### src/rtl/alu_pkg.sv
// Shared definitions for the serial add/subtract stage: sequencer states and
// the default operand width.
package alu_pkg;

    localparam int DEFAULT_WIDTH = 8;

    typedef enum logic [1:0] {
        IDLE = 2'd0,
        RUN  = 2'd1,
        DONE = 2'd2
    } state_t;

endpackage

### src/rtl/full_adder.sv
// One-bit full adder cell used as the bit-slice of the serial adder.
module FullAdder (
    input  logic a,
    input  logic b,
    input  logic cin,
    output logic sum,
    output logic cout
);

    assign sum  = a ^ b ^ cin;
    assign cout = (a & b) | (cin & (a ^ b));

endmodule

### src/rtl/serial_adder.sv
// Bit-serial add/subtract stage. Operands are accepted over a valid/ready
// handshake, fed LSB-first through a single FullAdder over WIDTH cycles, and
// the result with carry, overflow and zero flags is held on a second
// valid/ready handshake until the consumer takes it.
module serial_adder
    import alu_pkg::*;
#(
    parameter int WIDTH = DEFAULT_WIDTH
) (
    input  logic             clk,
    input  logic             rst_n,
    input  logic             in_valid,
    output logic             in_ready,
    input  logic [WIDTH-1:0] a,
    input  logic [WIDTH-1:0] b,
    input  logic             sub,
    output logic             out_valid,
    input  logic             out_ready,
    output logic [WIDTH-1:0] result,
    output logic             cout,
    output logic             ovf,
    output logic             zero
);

    localparam int             CNT_W = $clog2(WIDTH);
    localparam logic [CNT_W-1:0] LAST_BIT = CNT_W'(WIDTH - 1);

    state_t           state;
    state_t           state_next;

    logic [WIDTH-1:0] a_sh;
    logic [WIDTH-1:0] b_sh;
    logic [WIDTH-1:0] res_sh;
    logic             carry;
    logic [CNT_W-1:0] cnt;

    // Output holding registers: res_sh and carry are reused by the next job,
    // so the presented result lives in its own flops and stays put until the
    // following job completes.
    logic [WIDTH-1:0] result_q;
    logic             cout_q;
    logic             ovf_r;
    logic             zero_q;

    logic             fa_sum;
    logic             fa_cout;
    logic [WIDTH-1:0] res_next;
    logic             last_bit;

    FullAdder u_fa (
        .a    (a_sh[0]),
        .b    (b_sh[0]),
        .cin  (carry),
        .sum  (fa_sum),
        .cout (fa_cout)
    );

    assign res_next = {fa_sum, res_sh[WIDTH-1:1]};
    assign last_bit = (state == RUN) && (cnt == LAST_BIT);

    // State register.
    // NOTE: sequential state uses non-blocking assignments so every flop
    // samples pre-edge values regardless of block ordering.
    always_ff @(posedge clk or negedge rst_n) begin
        if (!rst_n) begin
            state <= IDLE;
        end else begin
            state <= state_next;
        end
    end

    // Next-state decode: accept in IDLE, run WIDTH bit cycles, wait for the consumer.
    // NOTE: default assignment first so no path through the block infers a latch.
    always_comb begin
        state_next = state;
        unique case (state)
            IDLE:    if (in_valid)  state_next = RUN;
            RUN:     if (last_bit)  state_next = DONE;
            DONE:    if (out_ready) state_next = IDLE;
            default:                state_next = IDLE;
        endcase
    end

    // Handshake outputs decoded from the current state.
    always_comb begin
        in_ready  = 1'b0;
        out_valid = 1'b0;
        unique case (state)
            IDLE:    in_ready  = 1'b1;
            DONE:    out_valid = 1'b1;
            default: ;
        endcase
    end

    // Datapath: load operands on accept, shift one bit per RUN cycle, capture
    // the finished result and flags on the last bit.
    // NOTE: every datapath register is reset so an aborted job leaves nothing
    // behind and the outputs read as zero straight out of reset.
    always_ff @(posedge clk or negedge rst_n) begin
        if (!rst_n) begin
            a_sh     <= '0;
            b_sh     <= '0;
            res_sh   <= '0;
            carry    <= 1'b0;
            cnt      <= '0;
            result_q <= '0;
            cout_q   <= 1'b0;
            ovf_r    <= 1'b0;
            zero_q   <= 1'b0;
        end else begin
            unique case (state)
                IDLE: begin
                    if (in_valid) begin
                        a_sh  <= a;
                        // Subtraction is A + ~B + 1; the +1 enters as the initial carry.
                        b_sh  <= sub ? ~b : b;
                        carry <= sub;
                        cnt   <= '0;
                    end
                end
                RUN: begin
                    a_sh   <= a_sh >> 1;
                    b_sh   <= b_sh >> 1;
                    res_sh <= res_next;
                    carry  <= fa_cout;
                    if (last_bit) begin
                        result_q <= res_next;
                        cout_q   <= fa_cout;
                        // Carry into the MSB differs from carry out: signed overflow.
                        ovf_r    <= carry ^ fa_cout;
                        zero_q   <= (res_next == '0);
                    end else begin
                        cnt <= cnt + CNT_W'(1);
                    end
                end
                default: ;
            endcase
        end
    end

    assign result = result_q;
    assign cout   = cout_q;
    assign ovf    = ovf_r;
    assign zero   = zero_q;

endmodule
### config.mk
export PLATFORM = sky130hd
export DESIGN_NAME = serial_adder
export DESIGN_NICKNAME = d
export VERILOG_FILES = /design/src/rtl/alu_pkg.sv /design/src/rtl/full_adder.sv /design/src/rtl/serial_adder.sv
export SDC_FILE = /design/constraint.sdc
export NUM_CORES = 1
export LEC_CHECK = 0
export BUFFER_PORTS_ARGS = -buffer_cell sky130_fd_sc_hd__buf_2
export CORE_ASPECT_RATIO = 0.75
export CORE_UTILIZATION = 45
export CTS_CLUSTER_SIZE = 12
export DETAILED_ROUTE_END_ITERATION = 8
export GPL_TIMING_DRIVEN = 0
export PLACE_DENSITY_LB_ADDON = 0.1
export SLEW_MARGIN = 20
export SYNTH_ARGS = -nofsm -noshare
export SYNTH_HDL_FRONTEND = slang
export SYNTH_HIERARCHICAL = 1
export SYNTH_SLANG_ARGS = --single-unit
### constraint.sdc
create_clock -name clk -period 1.9 [get_ports clk]
set_input_delay 0.285 -clock clk [delete_from_list [all_inputs] [get_ports clk]]
set_output_delay 0.285 -clock clk [all_outputs]
set_load 0.05 [all_outputs]
==> flow_metrics.env <==
export IMPL_ioPinCount=34
export IMPL_maxSlewHeadroom_pct=40.3
export IMPL_io_buffers=31
export IMPL_clock_root_buffer="clkbuf_8"
export IMPL_antenna_found_initial=0
export IMPL_layout_worst_path_cycle_share_pct=89.3
export IMPL_fin_skew_ps=6.97
export IMPL_hold_class="in -> async"
export IMPL_setup_tns_ps=0
export IMPL_power_per_cell_area_mw_per_mm2=1780
export IMPL_worstPathRequired_ps=1620
export IMPL_fp_dieH_um=57.5
export IMPL_cts_repair_resized=0
export IMPL_path_class="reg -> out"
export IMPL_grt_max_degree=41
export IMPL_drive_gt1_share_pct=35.2
export IMPL_grt_pass1_wl_mm=6.01
export IMPL_coreArea_sq_mm=0.00378
export IMPL_avgSynthCellArea_sq_um=11.8
export IMPL_synth_cells=157
export IMPL_cts_buffers_inserted=5
export IMPL_fin_nets=219
export IMPL_slowest_delay_ps=440
export IMPL_critPathArrivalTime_ps=1410
export IMPL_synth_ff_type="dfrtp_1"
export IMPL_drtIter0Drc=136
export IMPL_die_area_sq_mm=0.00436
export IMPL_dp_hpwl_mm=2.52
export IMPL_setup_ws_ps=203
export IMPL_post_cts_buffers=0
export IMPL_critical_path_cell_chain="buf_4 > nand2b_1 > inv_1 > buf_2"
export IMPL_synthArstFlopShare_pct=100
export IMPL_h_tree_depth=2
export IMPL_clk_pin_slew_ps=80
export IMPL_synth_largest_area_cell="dfrtp_1"
export IMPL_place_ws_ps=335
export IMPL_cts_tree="done"
export IMPL_final_seq_area_sq_mm=0.00100
export IMPL_slew_violations=0
export IMPL_synth_edf_count=0
export IMPL_drv_cap=0
export IMPL_yosys_cell_count_top_type="dfrtp_1"
export IMPL_cts_hold_buf=0
export IMPL_cts_buffer_depth=2
export IMPL_worst_slew_pin_slew_ps=895
export IMPL_drt_pass1_iterations=5
export IMPL_synth_top_area_share_pct=54.2
export IMPL_vias=1331
export IMPL_gp_congestion=0.781
export IMPL_syn2layout_area_growth_pct=17.8
export IMPL_finalCriticalPeriod_ps=1700
export IMPL_diodes=0
export IMPL_n_fill_cell=334
export IMPL_wl_per_cell_um=14.5
export IMPL_die_x_um=75.9
export IMPL_vias_per_cell=5.37
export IMPL_syn_cell_area_sq_mm=0.00185
export IMPL_drt_wl_total_mm=3.61
export IMPL_fmax_ghz=0.589
export IMPL_hold_viol_final=0
export IMPL_dp_cells=240
export IMPL_ys_warn_count=6
export IMPL_grt_ovfl_total=0
export IMPL_rows=19
export IMPL_ys_seq_elements=40
export IMPL_postRouteAntennaNets=0
export IMPL_layout_cells_non_filler=248
export IMPL_peakVddDrop_mv=1.09
export IMPL_multi_input_area_sq_um=772
export IMPL_ys_types=28
export IMPL_crit_path_end_kind="primary output"
export IMPL_setup_viol=0
export IMPL_grt_usage_pct=18.0
export IMPL_yosys_top_cells_count="dfrtp_1, nand2_1, mux2_2, o21ai_0, xnor2_1"
export IMPL_clk_latency_ps=290
export IMPL_start_util_pct=48.8
export IMPL_drc=0
export IMPL_power_uw=3860
export IMPL_yosysSeqAreaShare_pct=54.2
export IMPL_synthTopCellsByArea="dfrtp_1, mux2_2, nand2_1"
export IMPL_status="completed"
export IMPL_p_leak_uw=0.00102
export IMPL_syn_num_nets=181
export IMPL_cts_sinks=40
export IMPL_grt_pass1_vias=1241
export IMPL_path_max_fanout=10
export IMPL_rsz0062_at_grt="false"
export IMPL_worstSetupStartpointType="flip-flop"
export IMPL_cpMaxStageDelayCell="dfrtp_1"
-- registers in the layout, summed over array words and instances (netlist names) --
register  count
cnt           3
cout          1
a_sh          8
result        8
zero          1
carry         1
b_sh          8
ovf           1
state         2
res_sh        7
-- final cells by class --
type	count	share of cell area [%]
clock inverter	2	1.61
timing repair buffer	31	7.14
tap	52	2.99
sequential	40	46.1
clock buffer	6	3.34
buffer	9	2.99
inverter	2	0.345
multi-input combinational	106	35.5
-- routing by layer --
layer / track usage [%] / wire (um)
met5: 0 / 0
met4: 6.59 / 40
met3: 4.64 / 246
met2: 26.5 / 1640
met1: 25.9 / 1680
-- report_power, final --
part           total (uW)  internal [uW]  switching (uW)
registers            1480           1230             255
logic                1690            691            1000
clock network         684            390             294
total                3860           2310            1550
-- path summary, 6_finish.rpt --
path	slack, ps	start	to	cells after the start
worst max-delay path	200	state[0]$_DFFE_PN0P_	out_valid	4
worst min-delay path	120	rst_n	result[5]$_DFFE_PN0P_	1
min in group clk	190	out_ready	state[1]$_DFFE_PN0P_	2
worst min register to register	490	a_sh[4]$_DFFE_PN0P_	a_sh[4]$_DFFE_PN0P_	2
worst max register to register	330	cnt[0]$_DFFE_PN0P_	result[6]$_DFFE_PN0P_	5
max in group asynchronous	1220	rst_n	a_sh[1]$_DFFE_PN0P_	1
-- logic make-up (layout without fill, tap and decap cells) --
family          Yosys count  count (layout)  share of synthesized area [%]
flops                    40              40                           54.2
compound gates           37              37                           13.4
fa+ha+maj                 3               3                           2.44
buf+inv                  11              50                           3.93
xor+xnor                  9               9                           4.27
mux                      17              17                           10.4
simple gates             40              40                           11.4
-- worst max-delay path, delay by kind of cell (launching register included) --
kind | cells | cell delay [ps]
buffers and inverters | 3 | 510
flip-flops | 1 | 440
AND/OR/NAND/NOR | 1 | 170
-- per-stage QoR --
step / cell area (sq um) / util, % / hold slack, ps
2_1_floorplan: 1850 / - / -10.6
3_3_place_gp: 2070 / 54.7 / 440
3_5_place_dp: 2070 / 54.7 / 465
4_1_cts: 2170 / 57.5 / 150
5_1_grt: 2170 / 57.5 / 187
6_report: 2170 / 57.5 / 116
-- cells in the final DEF (no fill, tap or decap), types with 2 or more instances in the layout --
cell type	Yosys	routed
nand2_1	23	23
a22o_1	2	2
o21ai_0	13	13
mux2_2	17	17
ha_1	2	2
a22oi_1	8	8
buf_6	2	2
inv_1	2	2
dfrtp_1	40	40
buf_2	4	35
nor2b_1	7	7
a21oi_1	5	5
xnor2_1	9	9
clkbuf_8	0	5
buf_4	3	3
nor4_1	2	2
o221ai_1	6	6
No activity file was read; power rests on OpenSTA's default activity.
